===== config.mk =====
export PLATFORM = sky130hd
export DESIGN_NAME = idx_to_coord_flat
export DESIGN_NICKNAME = d
export VERILOG_FILES = /design/src/rtl/oled_pkg.sv /design/src/rtl/idx_to_coord_if.sv /design/src/rtl/flexible_clock.sv /design/src/rtl/idx_to_coord.sv /design/src/flat_wrapper.sv
export SDC_FILE = /design/constraint.sdc
export NUM_CORES = 1
export LEC_CHECK = 0
export ABC_AREA = 1
export ABC_CLOCK_PERIOD_IN_PS = 2910
export CAP_MARGIN = 20
export CELL_PAD_IN_SITES_DETAIL_PLACEMENT = 0
export CELL_PAD_IN_SITES_GLOBAL_PLACEMENT = 2
export CORE_MARGIN = 1
export CORE_UTILIZATION = 26
export CTS_CLUSTER_DIAMETER = 200
export CTS_CLUSTER_SIZE = 20
export DETAILED_ROUTE_END_ITERATION = 8
export GPL_TIMING_DRIVEN = 0
export HOLD_SLACK_MARGIN = 0.12
export PLACE_DENSITY = 0.81
export SETUP_SLACK_MARGIN = 0.3
export SLEW_MARGIN = 15
export SYNTH_ARGS = -nofsm -noshare
export SYNTH_HDL_FRONTEND = slang
export SYNTH_SLANG_ARGS = --single-unit

===== constraint.sdc =====
create_clock -name clock -period 2.91 [get_ports clock]
set_clock_uncertainty 0.05 [all_clocks]
set_input_delay 0.4365 -clock clock [delete_from_list [all_inputs] [get_ports clock]]
set_output_delay 0.4365 -clock clock [all_outputs]
set_load 0.005 [all_outputs]

===== src/rtl/oled_pkg.sv =====
// Shared constants for the 96x64 OLED display path.
// Provides the display geometry, index/coordinate widths and the standard
// divider terminal counts used to derive the pixel clock and slow ticks.
package oled_pkg;

  localparam int unsigned OLED_WIDTH  = 96;
  localparam int unsigned OLED_HEIGHT = 64;
  localparam int unsigned PIX_COUNT   = OLED_WIDTH * OLED_HEIGHT;  // 6144
  localparam int unsigned PIX_IDX_W   = 13;
  localparam int unsigned COORD_W     = 13;

  // Divider terminal counts for a 100 MHz board clock: f = 100e6 / (2*(n+1)).
  localparam int unsigned CNT_6P25M = 7;
  localparam int unsigned CNT_200HZ = 249_999;

endpackage


===== src/rtl/idx_to_coord_if.sv =====
// Pixel coordinate bus between the OLED driver and the renderers.
//   pix_index : linear row-major pixel index from the driver
//   x, y      : column / row derived from pix_index
//   valid     : pix_index lies inside the visible frame
// Modports:
//   master : the OLED driver side (drives pix_index, consumes coordinates)
//   slave  : the converter side (consumes pix_index, drives coordinates)
interface idx_to_coord_if;
  import oled_pkg::*;

  logic [PIX_IDX_W-1:0] pix_index;
  logic [COORD_W-1:0]   x;
  logic [COORD_W-1:0]   y;
  logic                 valid;

  modport master (
    output pix_index,
    input  x,
    input  y,
    input  valid
  );

  modport slave (
    input  pix_index,
    output x,
    output y,
    output valid
  );

endinterface


===== src/rtl/flexible_clock.sv =====
// Programmable clock divider.
//   basys_clk : board clock
//   reset     : synchronous, active-high; clears the counter and out_clk
//   count_in  : terminal count; each half-period lasts count_in+1 cycles
//   out_clk   : divided clock, 50% duty, f = f_clk / (2*(count_in+1))
module flexible_clock #(
  parameter int unsigned CNT_W = 32
) (
  input  logic             basys_clk,
  input  logic             reset,
  input  logic [CNT_W-1:0] count_in,
  output logic             out_clk
);

  logic [CNT_W-1:0] cnt_q, cnt_d;
  logic             out_clk_q, out_clk_d;
  logic             wrap;

  // ">=" rather than "==": lowering count_in below the running count must
  // wrap on the next edge instead of running the counter out to 2^CNT_W.
  assign wrap = (cnt_q >= count_in);

  always_comb begin
    cnt_d     = cnt_q + CNT_W'(1);
    out_clk_d = out_clk_q;
    if (wrap) begin
      cnt_d     = '0;
      out_clk_d = ~out_clk_q;
    end
  end

  always_ff @(posedge basys_clk) begin
    if (reset) begin
      cnt_q     <= '0;
      out_clk_q <= 1'b0;
    end else begin
      cnt_q     <= cnt_d;
      out_clk_q <= out_clk_d;
    end
  end

  assign out_clk = out_clk_q;

endmodule


===== src/rtl/idx_to_coord.sv =====
// OLED pixel-addressing helper.
// Divides the board clock to a programmable out_clk and converts the
// driver's linear pixel index into column/row coordinates.
//   clock     : board clock (100 MHz)
//   reset     : synchronous, active-high
//   count_in  : divider terminal count (half-period = count_in+1 cycles)
//   out_clk   : divided clock
//   coord     : slave side of the coordinate bus (pix_index in; x, y, valid out)
// Build option: IDX_TO_COORD_REG_EN registers x, y and valid (1-cycle latency,
// cleared by reset). Undefined, the coordinate path is combinational and reset
// only touches the divider.
module idx_to_coord
  import oled_pkg::*;
#(
  parameter int unsigned WIDTH  = OLED_WIDTH,
  parameter int unsigned HEIGHT = OLED_HEIGHT,
  parameter int unsigned CNT_W  = 32
) (
  input  logic             clock,
  input  logic             reset,
  input  logic [CNT_W-1:0] count_in,
  output logic             out_clk,
  idx_to_coord_if.slave    coord
);

  localparam logic [PIX_IDX_W-1:0] WidthC = PIX_IDX_W'(WIDTH);

  flexible_clock #(
    .CNT_W(CNT_W)
  ) u_div (
    .basys_clk(clock),
    .reset    (reset),
    .count_in (count_in),
    .out_clk  (out_clk)
  );

  logic [COORD_W-1:0] x_d, y_d;
  logic               valid_d;

  // Division by a constant: synthesis folds this into fixed logic, exact for
  // every index including the out-of-range ones.
  always_comb begin
    x_d     = COORD_W'(coord.pix_index % WidthC);
    y_d     = COORD_W'(coord.pix_index / WidthC);
    valid_d = (32'(coord.pix_index) < WIDTH * HEIGHT);
  end

`ifdef IDX_TO_COORD_REG_EN
  logic [COORD_W-1:0] x_q, y_q;
  logic               valid_q;

  always_ff @(posedge clock) begin
    if (reset) begin
      x_q     <= '0;
      y_q     <= '0;
      valid_q <= 1'b0;
    end else begin
      x_q     <= x_d;
      y_q     <= y_d;
      valid_q <= valid_d;
    end
  end

  assign coord.x     = x_q;
  assign coord.y     = y_q;
  assign coord.valid = valid_q;
`else
  assign coord.x     = x_d;
  assign coord.y     = y_d;
  assign coord.valid = valid_d;
`endif

endmodule


===== src/flat_wrapper.sv =====
// flat-port wrapper written by rule: the top's interface ports become plain ports
module idx_to_coord_flat import oled_pkg::*;
#(
  parameter int unsigned WIDTH  = OLED_WIDTH,
  parameter int unsigned HEIGHT = OLED_HEIGHT,
  parameter int unsigned CNT_W  = 32
)
  (clock, reset, count_in, out_clk, coord_pix_index, coord_x, coord_y, coord_valid);
  idx_to_coord_if coord_i ();
  input  logic clock;
  input  logic reset;
  input  logic [CNT_W-1:0] count_in;
  output logic out_clk;
  input wire logic [$bits(coord_i.pix_index)-1:0] coord_pix_index;
  output wire logic [$bits(coord_i.x)-1:0] coord_x;
  output wire logic [$bits(coord_i.y)-1:0] coord_y;
  output wire logic [$bits(coord_i.valid)-1:0] coord_valid;
  assign coord_i.pix_index = coord_pix_index;
  assign coord_x = coord_i.x;
  assign coord_y = coord_i.y;
  assign coord_valid = coord_i.valid;
  idx_to_coord #(.WIDTH(WIDTH), .HEIGHT(HEIGHT), .CNT_W(CNT_W)) u_core (.clock(clock), .reset(reset), .count_in(count_in), .out_clk(out_clk), .coord(coord_i));
endmodule

# Word level (Yosys, flattened, before mapping)
# Index checks and enable logic that the tools add are counted.
[word_totals]
out_inout_bits = 28
regBits = 33
[classes]
magnitude_cmp = 2
reduce_logical = 1
n_bitwise = 1
div_mod_pow = 2
addsub = 1
[ops]
columns = ["op", "n"]
rows = [
  ["$add A32 B1 Y32 const B", 1],
  ["$ge A32 B32 Y1", 1],
  ["$div A13 B7 Y13 const B", 1],
  ["$lt A13 B13 Y1 const B", 1],
  ["$mod A13 B7 Y13 const B", 1],
  ["$reduce_or A2 Y1", 1],
  ["$not A1 Y1", 1],
]

# Logic depth before layout (Yosys ltp)
# Gate-level depths: netlist of run 1.
[depth]
word_depth = 2
mapped_depth = 19
depth_no_buf = 19

# Hierarchy
# A second synthesis of run 1 with hierarchy kept.
[unflattened]
cells_unflattened = 466
area_unflattened_um2 = 3017.9
[modules_own_cells]
columns = ["module", "area_per_inst_um2", "cells_each", "seq_area_each_um2", "n_inst"]
rows = [
  ["flexible_clock", 2573.7, 384, 660.6, 1],
  ["idx_to_coord", 444.2, 82, 0.0, 1],
]

# Worst setup path after synthesis of run 1
# Ideal clock, no wire load.
[synth_timing]
kind = "in2out"
start = "in coord_pix_index[12]"
end = "out coord_x[6]"
required_ns = 2.424
path_stages = 19
t_arrival_ns = 1.914
setup_slack_ns = 0.509
path_cell_list = "inv_1 nand3_1 nand2_1 nand2_1 nand3_1 nand2_1 nand2_1 nand3_1 nand2_1 nand2_1 nand3_1 nand3_1 nand3_1 nand2_1 nand2_1 nand2_1 o21ai_1 nand2_1 inv_1"
[synth_between]
elab_chain_cells = 1
[synth_rtl]
columns = ["element", "line", "source"]
rows = [
  ["start: declaration", "flat_wrapper.sv:14", "input wire logic [$bits(coord_i.pix_index)-1:0] coord_pix_index;"],
  ["$mod A13 B7 Y13", "idx_to_coord.sv:43", "x_d = COORD_W'(coord.pix_index % WidthC);"],
  ["end: declaration", "flat_wrapper.sv:15", "output wire logic [$bits(coord_i.x)-1:0] coord_x;"],
]
# No other way between the ends.

# Worst setup path after layout of run 1
[layout_timing]
start = "in coord_pix_index[10]"
end = "out coord_x[6]"
# Same word-level chain as after synthesis.

==> results_dict.tcl, run 1 <==
set metrics [dict create \
    synth-seq-area-share 0.2454 \
    numCtsBuffers 5 \
    grt_max_degree 11 \
    post-route-min-period_ns 2.642 \
    start_util 0.2717 \
    setup_viol 0 \
    die_area_um2 10770 \
    crit_buf_inv 4 \
    rsz0062_at_grt "true" \
    seq_power_share 0.413 \
    clock_sinks 33 \
    post-place-cells 591 \
    cp_slowest_cell "o21ai_4" \
    drt_wl_total_um 6031 \
    via_per_inst 4.217 \
    dp_hpwl_um 4604 \
    rows 36 \
    drv_cap 0 \
    cts_tree "yes" \
    grt_use_total 0.1098 \
    synthArstFlopShare 0 \
    nets 555 \
    required_ns 2.42 \
    drt_iter0_drc 64 \
    grt_overflow 0 \
    dieHeight_um 103.8 \
    p_sw_mw 0.3141 \
    hold_viol 0 \
    power_density_nw_per_um2 281.1 \
    p_leak_nw 1.780 \
    cts_root_buffer "clkbuf_8" \
    slew_viol_final 0 \
    final_layout_size_suffix_gt1_frac 0.2437 \
    ys.flop_type "dfxtp_1" \
    yosys.area.top_type "dfxtp_1" \
    cts_buffer_depth 2 \
    syn_area_per_cell_um2 6.904 \
    via_count 2568 \
    timing.hold.ws_ns 0.4220 \
    cts.clk_slew.worst_paths_ns 0.07 \
    syn-instance-count 390 \
    synth_seq_cells 33 \
    yosysUniqueCellTypes 37 \
    timing.fmax_mhz 378.6 \
    coreArea_um2 9910 \
    power_mw 1.111 \
    hold_class "reg2reg" \
    grt_pass1_vias 2378 \
    final_common_cell "inv_1" \
    crit_fanout 4 \
    final_antenna_net_count 0 \
    fin_setup_tns_ns 0 \
    synth.area.top_cells "dfxtp_1 25%, ha_1 15%, inv_1 11%" \
    stdcell_count 609 \
    area_growth_pct 46.79 \
    clock_latency_ns 0.28 \
    cts_hold_buf 0 \
    htreeDepth 2 \
    slowest_delay_ns 0.18 \
    pwr-share-clk 0.297 \
    critical-path-top-delay-family "simple AND/OR/NAND/NOR gates" \
    grt_pass1_wl_um 9915 \
    yosysTopAreaCellShare 0.2454 \
    antenna_found_initial 0 \
    synth_edf_count 0 \
    status "finished clean" \
    antenna-diode-count 0 \
    port_buffers 57 \
    vdd_drop_max_v 0.0001337 \
    cp_common_cell "nand2_2" \
    worstPathCellList "buf_4 > nand3_2 > nand2_2 > nand2_4 > nand3_4 > nand2_2 > nand2_2 > nand2_2 > o21ai_2 > nand2_2 > inv_2 > o21ai_4 > nand3_4 > nand2_2 > nand2_2 > nand2_2 > o21ai_1 > nand2_1 > inv_1 > buf_2" \
    wire_per_inst_um 9.903 \
    layout_common_cells "73 x inv_1, 47 x clkdlybuf4s50_1, 42 x nand2_1" \
    endpoint_kind "output port" \
    fin_util 0.3989 \
    drc 0 \
    ios 75 \
    die_w_um 103.8 \
    first_pass_iters 4 \
    path_class "in2out" \
    place.gp.congestion 0.7580 \
    worst-endpoint-arrival_ns 2.16 \
    ys_warn_count 0 \
    switching_share 0.2827 \
    period_share 0.9078 \
    pwr-share-comb 0.289 \
    start_kind "primary input" \
    internal_power_mw 0.7969 \
    syn_area_um2 2693 \
]
==> state kept, by name, summed over array words and instances (netlist names) <==
| name | flops |
|---|---|
| u_core.u_div.cnt_q | 32 |
| u_core.u_div.out_clk | 1 |
==> path summary, 6_finish.rpt <==
kind                            cells after the start                   from                endpoint  slack (ns)
worst max-delay path                               20    coord_pix_index[10]              coord_x[6]        0.27
worst min-delay path                                1  u_core.u_div.cnt_q[0]   u_core.u_div.cnt_q[0]        0.42
worst max register to register                     11  u_core.u_div.cnt_q[0]  u_core.u_div.cnt_q[28]        0.51
worst min register to register                      1  u_core.u_div.cnt_q[0]   u_core.u_div.cnt_q[0]        0.42
==> per-stage QoR <==
stage	setup slack, ns	instance area (um^2)
final	0.2684	3953
after detailed placement	-0.6136	3471
after floorplan	0.5094	2734
after CTS	0.1881	3685
after global placement	-0.5815	3471
after global routing	0.1020	3953
==> power groups by stage <==
stage | Sequential [mW] | Combinational [mW] | Clock, mW
2_1_floorplan | 0.468 | 0.119 | 0
3_3_place_gp | 0.470 | 0.237 | 0
3_5_place_dp | 0.470 | 0.239 | 0
4_1_cts | 0.459 | 0.270 | 0.347
5_1_grt | 0.460 | 0.356 | 0.369
6_report | 0.459 | 0.321 | 0.330
==> repair_timing <==
action                                  CTS  global route
endpoints found under the hold margin     0             0
pin swaps                                18            34
endpoints found under the setup margin   39            36
setup buffers                             8             1
resized for setup                        60            60
cloned                                    0             1
==> metal layers <==
metal / vias up / global-route usage / share of wire
met5: - / 0 / 0
met4: 0 / 0.03061 / 0.0083
met3: 4 / 0.02391 / 0.040
met2: 56 / 0.1822 / 0.46
met1: 1132 / 0.1427 / 0.49
li1: 1376 / - / -
==> worst reg2reg max path: stages (launching register included) <==
cell and delay [ns]:
dfxtp_1 0.39, ha_1 0.22, nand3_2 0.13, nor3_2 0.20
inv_2 0.08, nor2_4 0.14, nand2_2 0.09, or3_4 0.36
nor4_4 0.19, nand2_1 0.12, or2_1 0.24, a21oi_2 0.12
==> synthesized netlist by cell type (3+ instances only) <==
library cell,count
nor4_1,5
nand4_1,6
nor3_1,8
buf_2,3
xnor2_1,8
ha_1,33
nor2_1,44
a211oi_1,3
o21ai_0,7
dfxtp_1,33
xor2_1,16
a21oi_1,21
nand3_1,17
o21ai_1,6
inv_1,77
buf_4,15
nand2_1,63
==> cell type report <==
cell class / count / area, um^2
well taps: 133 / 166.4
plain buffers: 20 / 161.4
repair buffers: 67 / 663.1
inverters: 79 / 299.0
clock buffers: 6 / 72.57
multi-input cells: 269 / 1919
fillers: 1069 / 5957
flip-flops and latches: 33 / 660.6
clock inverters: 2 / 10.01
==> kinds of logic after synthesis <==
logic type / Yosys count / share of synthesized area
adders and majority gates: 33 / 0.1533
buffers and inverters: 99 / 0.1603
and+or+nand+nor: 159 / 0.2788
xor gates and xnor gates: 24 / 0.07807
other: 1 / 0.001393
AOI/OAI and AO/OA: 41 / 0.08272
DFF: 33 / 0.2454
No activity file was read; power rests on OpenSTA's default activity.
==> inputs of run 2 (changes only) <==
- CTS_CLUSTER_SIZE: 20 -> 28
==> results of run 2 <==
No change in the layout: final DEF, timing and power equal those of run 1.
